$ cat config.mk
export PLATFORM = sky130hd
export DESIGN_NAME = uart_tx_arbiter
export DESIGN_NICKNAME = d
export VERILOG_FILES = /design/src/rtl/uart_tx_arbiter_pkg.sv /design/src/rtl/uart_tx_arbiter_rr_picker.sv /design/src/rtl/uart_tx_arbiter.sv
export SDC_FILE = /design/constraint.sdc
export NUM_CORES = 1
export LEC_CHECK = 0
export BUFFER_PORTS_ARGS = -buffer_cell sky130_fd_sc_hd__buf_2
export CAP_MARGIN = 20
export CORE_MARGIN = 8
export CORE_UTILIZATION = 51
export DETAILED_ROUTE_END_ITERATION = 6
export PLACE_DENSITY = 0.77
export SLEW_MARGIN = 20
export SYNTH_ARGS = -nofsm -noshare
export SYNTH_HDL_FRONTEND = slang
export SYNTH_SLANG_ARGS = --single-unit
$ cat constraint.sdc
create_clock -name clk -period 2.4 [get_ports clk]
set_input_delay 0.48 -clock clk [delete_from_list [all_inputs] [get_ports clk]]
set_output_delay 0.48 -clock clk [all_outputs]
set_load 0.02 [all_outputs]
$ cat src/rtl/uart_tx_arbiter_pkg.sv
// Shared constants and state encoding for the UART transmit arbiter.
// The frame-time default matches tx_uart's baud divider.
package uart_tx_arbiter_pkg;

    typedef enum logic [1:0] {
        S_IDLE = 2'd0,
        S_WAIT = 2'd1,
        S_HOLD = 2'd2
    } state_t;

    // Clock cycles per 10-bit 8N1 frame.
    function automatic int unsigned frame_cycles(input int unsigned clk_hz, input int unsigned baud);
        return (clk_hz / baud) * 10 + ((clk_hz % baud) * 10) / baud;
    endfunction

    function automatic int unsigned idx_width(input int unsigned n);
        return (n > 2) ? 2 : 1;
    endfunction

    localparam int unsigned DEF_BYTE_CYCLES  = frame_cycles(50_000_000, 9600);
    localparam int unsigned DEF_LOCK_TIMEOUT = 65535;

endpackage

$ cat src/rtl/uart_tx_arbiter_rr_picker.sv
// Combinational round-robin picker: first set request at or after 'start', wrapping.
module rr_picker #(
    parameter int unsigned NREQ = 2,
    parameter int unsigned IW   = 1
) (
    input  logic [NREQ-1:0] req,
    input  logic [IW-1:0]   start,
    output logic            found,
    output logic [IW-1:0]   idx
);

    logic [NREQ-1:0] rot;

    always_comb begin
        rot   = NREQ'({req, req} >> start);
        found = 1'b0;
        idx   = '0;
        for (int unsigned k = 0; k < NREQ; k++) begin
            if (!found && rot[k]) begin
                found = 1'b1;
                idx   = IW'((32'(start) + k) % NREQ);
            end
        end
    end

endmodule

$ cat src/rtl/uart_tx_arbiter.sv
// Message-granular round-robin arbiter sharing one tx_uart between NREQ byte streams.
// Paces send strobes one UART frame apart, since tx_uart has no busy output.
module uart_tx_arbiter
    import uart_tx_arbiter_pkg::*;
#(
    parameter int unsigned NREQ         = 2,
    parameter int unsigned BYTE_CYCLES  = DEF_BYTE_CYCLES,
    parameter int unsigned LOCK_TIMEOUT = DEF_LOCK_TIMEOUT,
    parameter int unsigned CNT_W        = 17
) (
    input  logic              clk,
    input  logic              rst,
    input  logic [NREQ-1:0]   req_valid,
    input  logic [8*NREQ-1:0] req_data,
    input  logic [NREQ-1:0]   req_last,
    output logic [NREQ-1:0]   req_ack,
    output logic              tx_ready,
    output logic [7:0]        tx_data,
    output logic              busy,
    output logic [1:0]        owner
);

    localparam int unsigned IW = idx_width(NREQ);

    state_t            state;
    logic [CNT_W-1:0]  cnt;
    logic [CNT_W-1:0]  tcnt;
    logic              lock;
    logic [IW-1:0]     owner_idx;
    // Index with first priority at the next unlocked decision (last grant + 1).
    logic [IW-1:0]     rr_next;

    logic [NREQ-1:0]   cand;
    logic              found;
    logic [IW-1:0]     pick;
    logic [IW-1:0]     pick_inc;
    logic              at_d;

    assign cand     = lock ? (req_valid & (NREQ'(1) << owner_idx)) : req_valid;
    assign at_d     = (state == S_IDLE) || (state == S_HOLD) || ((state == S_WAIT) && (cnt == '0));
    assign pick_inc = (pick == IW'(NREQ - 1)) ? '0 : pick + IW'(1);

    rr_picker #(
        .NREQ (NREQ),
        .IW   (IW)
    ) u_pick (
        .req   (cand),
        .start (rr_next),
        .found (found),
        .idx   (pick)
    );

    always_ff @(posedge clk) begin
        if (rst) begin
            state     <= S_IDLE;
            cnt       <= '0;
            tcnt      <= '0;
            lock      <= 1'b0;
            owner_idx <= '0;
            rr_next   <= '0;
            tx_ready  <= 1'b0;
            req_ack   <= '0;
            tx_data   <= '0;
        end else begin
            tx_ready <= 1'b0;
            req_ack  <= '0;
            if ((state == S_WAIT) && (cnt != '0)) begin
                cnt <= cnt - CNT_W'(1);
            end
            if (at_d) begin
                if (found) begin
                    tx_ready  <= 1'b1;
                    req_ack   <= NREQ'(1) << pick;
                    tx_data   <= req_data[{pick, 3'b000} +: 8];
                    owner_idx <= pick;
                    rr_next   <= pick_inc;
                    lock      <= ~req_last[pick];
                    state     <= S_WAIT;
                    cnt       <= CNT_W'(BYTE_CYCLES - 1);
                end else if (lock) begin
                    if (state != S_HOLD) begin
                        state <= S_HOLD;
                        tcnt  <= '0;
                    end else if (tcnt == CNT_W'(LOCK_TIMEOUT - 1)) begin
                        lock  <= 1'b0;
                        state <= S_IDLE;
                    end else begin
                        tcnt <= tcnt + CNT_W'(1);
                    end
                end else begin
                    state <= S_IDLE;
                end
            end
        end
    end

    assign busy  = (state != S_IDLE) || lock;
    assign owner = 2'(owner_idx);

endmodule
==> impl_metrics.csv, run 1 <==
group,metric,value,unit
synth,ys.flop_type,"dfxtp_1",
final_layout,nFillCells,414,
flow_run,maxCapViolCount,0,
clock_network,cts_made_buffers,5,
synth,synth_edf_count,0,
global_routing,antenna_found_initial,0,
die,initial_core_util,51.6,%
setup_path,rr_worst_depth,6,
synth,syn_area_per_cell,8.57,sq um
die,die_w,87.0,um
timing,tightest_slew,0.518,ns
clock_network,clk_pin_slew_worst_paths,0.10,ns
timing,setup_viol,0,
power,p_leak,1.18,nW
global_routing,grt_max_degree,18,
final_layout,stdcell_area,3110,sq um
final_layout,syn2layout_area_growth,20.9,%
synth,synthCells,300,
place,io_buffers,34,
route,wl_per_cell,15.2,um
final_layout,nets,374,
route,via_per_inst,5.92,
synth,synth_commonest_cells,"dfxtp_1, a21oi_1, nor2_1, o21ai_0, or3_1",
final_layout,seq_area,1000,sq um
timing,fin_setup_tns,0,ns
synth,synthesis.nets,326,
hold_path,worstHoldPathType,"primary input to flop",
setup_path,arrival,2.61,ns
timing,slew_viol_final,0,
timing,max_freq,423,MHz
global_routing,first_global_vias,2353,
route,num_vias,2480,
synth,async_flop_share,0,%
synth,synth_most_common_cell,"dfxtp_1",
clock_network,htree_levels,2,
synth,synth_top_cell_area_share,38.9,%
clock_network,cts_tree,"built",
route,drt-initial-drc-count,141,
synth,synthTopCellsByArea,"dfxtp_1, a21oi_1, or3_1",
route,routed_wl,6.38,mm
clock_network,postCtsHoldBufs,0,
die,ios,36,
final_layout,final_layout_size_suffix_gt1_share,23.8,%
setup_path,crit_path_end_kind,"flop",
power,vdd_drop_max,0.000492,V
global_routing,grt_pass1_wl,10.5,mm
power,power.density,656,nW/um^2
outcome,status,"finished clean",
setup_path,cp.required,2.65,ns
final_layout,multi_input_area,1500,sq um
die,coreArea,4980,sq um
place,dp_hpwl,4.51,mm
timing,min_period,2.36,ns
power,power,2.04,mW
clock_network,ctsRootBufferMaster,"clkbuf_8",
clock_network,clk_latency,0.31,ns
setup_path,crit_end,"tcnt[11]$_SDFFE_PP0P_",
synth,synth-seq-area-share,38.9,%
die,rows,26,
synth,synth_top_area_cell,"dfxtp_1",
setup_path,worstPathMaxFanout,6,
route,drtPass1Iterations,4,
final_layout,antennaDiodeCount,0,
timing,relSlewSlack,65.2,%
timing,clock_skew,0.0141,ns
die,dieArea,7570,sq um
place,gp_congestion,0.854,
synth,synth_cell_type_count,49,
setup_path,r2r_start,"cnt[13]$_SDFF_PP0_",
clock_network,clockBufferDepth,2,
setup_path,worstSetupPathType,"flop to flop",
final_layout,final_util,62.4,%
synth,synth_seq_cells,50,
timing,hold_violations,0,
setup_path,r2r_end,"tcnt[11]$_SDFFE_PP0P_",
timing,finalCritPeriodShare,98.5,%
die,dieHeight,87.0,um
global_routing,gr-total-overflow,0,
synth,synth_warnings,0,
timing,whs,0.448,ns
route,ant_nets,0,
synth,syn_area,2570,sq um
setup_path,r2r_setup_slack,0.04,ns
route,drc,0,
clock_network,cts_sinks,50,
setup_path,start_kind,"flop",
global_routing,grt.total_usage,16.9,%
place,dpl_cell_area,2920,sq um
timing,rsz0062_at_grt,"false",
setup_path,startpoint,"cnt[13]$_SDFF_PP0_",
through the flow:
stage	worst slack [ns]	cells
2_1_floorplan	-0.0440	300
3_3_place_gp	-0.0753	408
3_5_place_dp	-0.0968	408
4_1_cts	-0.0477	417
5_1_grt	0.00407	419
6_report	0.0354	419
registers in the layout, summed over array words and instances (netlist names):
name / flops
req_ack: 2
state: 2
tx_ready: 1
owner_idx: 1
rr_next: 1
tcnt: 17
cnt: 17
lock: 1
tx_data: 8
critical path, cell delays in order, from the launching register on:
cell and delay, ns:
dfxtp_2 0.33, or4_4 0.53, or4_4 0.46, o31a_4 0.34, buf_6 0.14, or4_1 0.39, a21oi_1 0.13
kinds of logic (layout without fill, tap and decap cells):
| family | Yosys count | in the layout | share of synthesized area [%] |
|---|---|---|---|
| other | 1 | 1 | 0.146 |
| AND/OR/NAND/NOR | 105 | 105 | 23.3 |
| multiplexers | 4 | 4 | 1.66 |
| buffers and inverters | 28 | 76 | 4.62 |
| adder cells (fa/ha/maj) | 4 | 4 | 1.95 |
| XOR/XNOR | 12 | 12 | 4.09 |
| AO/OA/AOI/OAI | 96 | 97 | 25.3 |
| flip-flops | 50 | 50 | 38.9 |
report_power, final:
part / internal [mW] / switching, mW
registers: 0.887 / 0.0490
logic: 0.210 / 0.284
clock network: 0.316 / 0.293
total: 1.41 / 0.626
worst min-delay path by stage:
stage	from	end	cells after the start
after floorplan	cnt[13]$_SDFF_PP0_	cnt[13]$_SDFF_PP0_	2
after global placement	tx_data[0]$_SDFFE_PP0P_	tx_data[0]$_SDFFE_PP0P_	1
after detailed placement	tx_data[1]$_SDFFE_PP0P_	tx_data[1]$_SDFFE_PP0P_	1
after CTS	req_data[9]	tx_data[1]$_SDFFE_PP0P_	3
after global routing	req_data[14]	tx_data[6]$_SDFFE_PP0P_	3
final	req_data[9]	tx_data[1]$_SDFFE_PP0P_	3
layout by cell type (no fill, tap or decap), types with 6 or more instances in the layout:
| cell type | netlist | routed |
|---|---|---|
| a21oi_1 | 26 | 25 |
| a22oi_1 | 8 | 8 |
| and3_1 | 6 | 6 |
| buf_2 | 2 | 35 |
| buf_4 | 3 | 21 |
| dfxtp_1 | 50 | 47 |
| inv_1 | 9 | 9 |
| nand2_1 | 12 | 10 |
| nand4_1 | 12 | 12 |
| nor2_1 | 19 | 19 |
| nor4_1 | 6 | 6 |
| o2111ai_1 | 8 | 8 |
| o21ai_0 | 14 | 13 |
| o2bb2ai_1 | 8 | 8 |
| o31ai_1 | 6 | 6 |
| or3_1 | 14 | 14 |
| or4_1 | 9 | 7 |
| xnor2_1 | 6 | 6 |
| xor2_1 | 6 | 6 |
area by class of cell:
class,count,area share [%]
inverter,9,1.09
timing repair buffer,59,11.8
sequential,50,32.3
clock buffer,5,2.21
tap,70,2.82
clock inverter,3,1.53
multi-input combinational,223,48.2
what timing repair did:
| item | 4_1_cts | 5_1_grt |
|---|---|---|
| hold endpoints to repair | 0 | 0 |
| setup endpoints to repair | 28 | 31 |
| gates cloned | 0 | 2 |
| pin swaps | 3 | 1 |
| buffers inserted | 1 | 0 |
| resized for setup | 3 | 11 |
metal layers:
metal | vias up | track usage [%] | routed length, um
met5 | - | 0 | 0
met4 | 0 | 7.98 | 111
met3 | 8 | 3.21 | 256
met2 | 65 | 28.9 | 3180
met1 | 1156 | 19.7 | 2830
li1 | 1251 | - | -
Power figures use the tool's default switching activity.
==> inputs of run 2 (changes only) <==
REMOVE_ABC_BUFFERS = 1   (was not set)
==> run 2 against run 1 <==
  * Global-route usage fell by 0.25 points
  * Final cell count down 0.72%
  * Flip-flop and latch count is the same
  * Register-to-register slack about the same
  * Utilization is 0.18 points lower
  * Combinational power is essentially flat
  * Sequential share of layout area hardly changed
  * Critical path depth down 1
  * Largest cell class unchanged
  * Largest power group unchanged
  * Highest routed layer unchanged
==> impl_metrics.csv, run 2 (synthesis gave the netlist of run 1 again) <==
group,metric,value,unit
route,drc,0,
setup_path,r2r_start,"cnt[10]$_SDFF_PP0_",
setup_path,worstSetupPathType,"flop to flop",
place,dp_hpwl,4.46,mm
final_layout,final_common_cell,"dfxtp_1",
global_routing,first_global_vias,2318,
die,ios,36,
route,drtPass1Iterations,4,
power,power,1.98,mW
final_layout,mostFrequentLayoutCells,"dfxtp_1, buf_2, a21oi_1, nor2_1, buf_4",
setup_path,arrival,2.61,ns
die,dieArea,7570,sq um
setup_path,worstPathMaxFanout,7,
power,vdd_drop_max,0.000498,V
route,num_vias,2471,
timing,min_period,2.37,ns
final_layout,nFillCells,436,
clock_network,clk_latency,0.31,ns
timing,whs,0.463,ns
final_layout,seq_area,1000,sq um
clock_network,htree_levels,2,
hold_path,holdPathStages,3,
setup_path,start_kind,"flop",
route,routed_wl,6.26,mm
power,p_leak,1.17,nW
final_layout,multi_input_area,1520,sq um
global_routing,grt.total_usage,16.6,%
final_layout,final_layout_size_suffix_gt1_share,23.7,%
clock_network,postCtsHoldBufs,0,
die,coreArea,4980,sq um
route,drt-initial-drc-count,140,
global_routing,grt_pass1_wl,10.3,mm
global_routing,gr-total-overflow,0,
clock_network,cts_made_buffers,5,
place,io_buffers,34,
timing,clock_skew,0.0133,ns
timing,slew_viol_final,0,
die,rows,26,
hold_path,worstHoldPathType,"primary input to flop",
final_layout,antennaDiodeCount,0,
die,die_w,87.0,um
timing,relSlewSlack,59.2,%
setup_path,r2r_end,"tcnt[16]$_SDFFE_PP0P_",
clock_network,ctsRootBufferMaster,"clkbuf_8",
die,initial_core_util,51.6,%
final_layout,syn2layout_area_growth,20.6,%
flow_run,maxCapViolCount,0,
hold_path,hold_end,"tx_data[2]$_SDFFE_PP0P_",
place,gp_congestion,0.867,
route,via_per_inst,5.94,
hold_path,min_from,"req_data[10]",
final_layout,nets,371,
clock_network,clockBufferDepth,2,
route,wl_per_cell,15.0,um
setup_path,r2r_setup_slack,0.03,ns
clock_network,cts_sinks,50,
timing,tightest_slew,0.609,ns
timing,hold_violations,0,
global_routing,grt_max_degree,19,
final_layout,top_regs,"cnt: 17 flops, tcnt: 17 flops, tx_data: 8 flops",
clock_network,clk_pin_slew_worst_paths,0.09,ns
setup_path,crit_path_end_kind,"flop",
outcome,status,"finished clean",
die,dieHeight,87.0,um
timing,finalCritPeriodShare,98.6,%
timing,rsz0062_at_grt,"true",
power,power.density,638,nW/um^2
global_routing,antenna_found_initial,0,
setup_path,cp.required,2.64,ns
clock_network,cts_tree,"built",
route,ant_nets,0,
timing,setup_viol,0,
timing,max_freq,423,MHz
setup_path,rr_worst_depth,5,
## run 2: cell types whose count changed in the layout (fill, tap and decap cells not counted), moves of 2 or more
cell,previous run,this run
dfxtp_2,3,1
a21oi_2,1,3
a21oi_1,25,23
clkbuf_8,5,7
dfxtp_1,47,49
buf_4,21,19
## run 2: worst max path at each step
stage	from	to	slack (ns)	depth (start not counted)
6_report	cnt[10]$_SDFF_PP0_	tcnt[16]$_SDFFE_PP0P_	0.03	5
5_1_grt	cnt[10]$_SDFF_PP0_	tcnt[9]$_SDFFE_PP0P_	-0.02	6
4_1_cts	cnt[10]$_SDFF_PP0_	tcnt[7]$_SDFFE_PP0P_	-0.005	6
3_5_place_dp	cnt[10]$_SDFF_PP0_	tcnt[7]$_SDFFE_PP0P_	-0.16	6
3_3_place_gp	cnt[10]$_SDFF_PP0_	tcnt[9]$_SDFFE_PP0P_	-0.1	6
2_1_floorplan	cnt[10]$_SDFF_PP0_	tcnt[16]$_SDFFE_PP0P_	-0.40	5
## run 2: through the flow
stage	area [sq um]	utilization, %	worst slack (ns)	cells	TNS, ns
after floorplan	2480	-	-0.403	281	-13.31
after global placement	2890	58.1	-0.0979	405	-1.32
after CTS	3030	60.9	-0.00520	414	-0.00520
after global routing	3100	62.3	-0.0201	416	-0.0886
final	3100	62.3	0.0337	416	0
after detailed placement	2890	58.1	-0.160	405	-2.97
## run 2: area by class of cell
type	count	share of cell area [%]
flip-flops and latches	50	32.3
inverters	9	1.09
repair buffers	56	11.2
clock inverters	1	0.283
clock buffers	7	3.11
multi-input cells	223	49.2
well taps	70	2.83
## run 2: report_power, final
group	internal [mW]	switching, mW
combinational	0.208	0.284
clock	0.264	0.284
sequential	0.886	0.0507
## run 2: routing by layer
metal,vias up,wire length (um),GRT usage (%)
met3,12,250,3.58
met1,1166,2760,19.8
li1,1233,-,-
met4,0,129,8.45
met5,-,0,0
met2,60,3120,27.4
## run 2: what timing repair did
action,in CTS,in global routing
pin swaps,4,5
buffers inserted,0,2
setup endpoints to repair,42,43
resized for setup,6,13
cloned,1,0
## run 2: critical path, cell delays in order (launching register included)
cell,delay [ns]
dfxtp_2,0.33
or4_4,0.53
or4_4,0.46
o31a_4,0.34
or4_1,0.51
a21oi_1,0.13
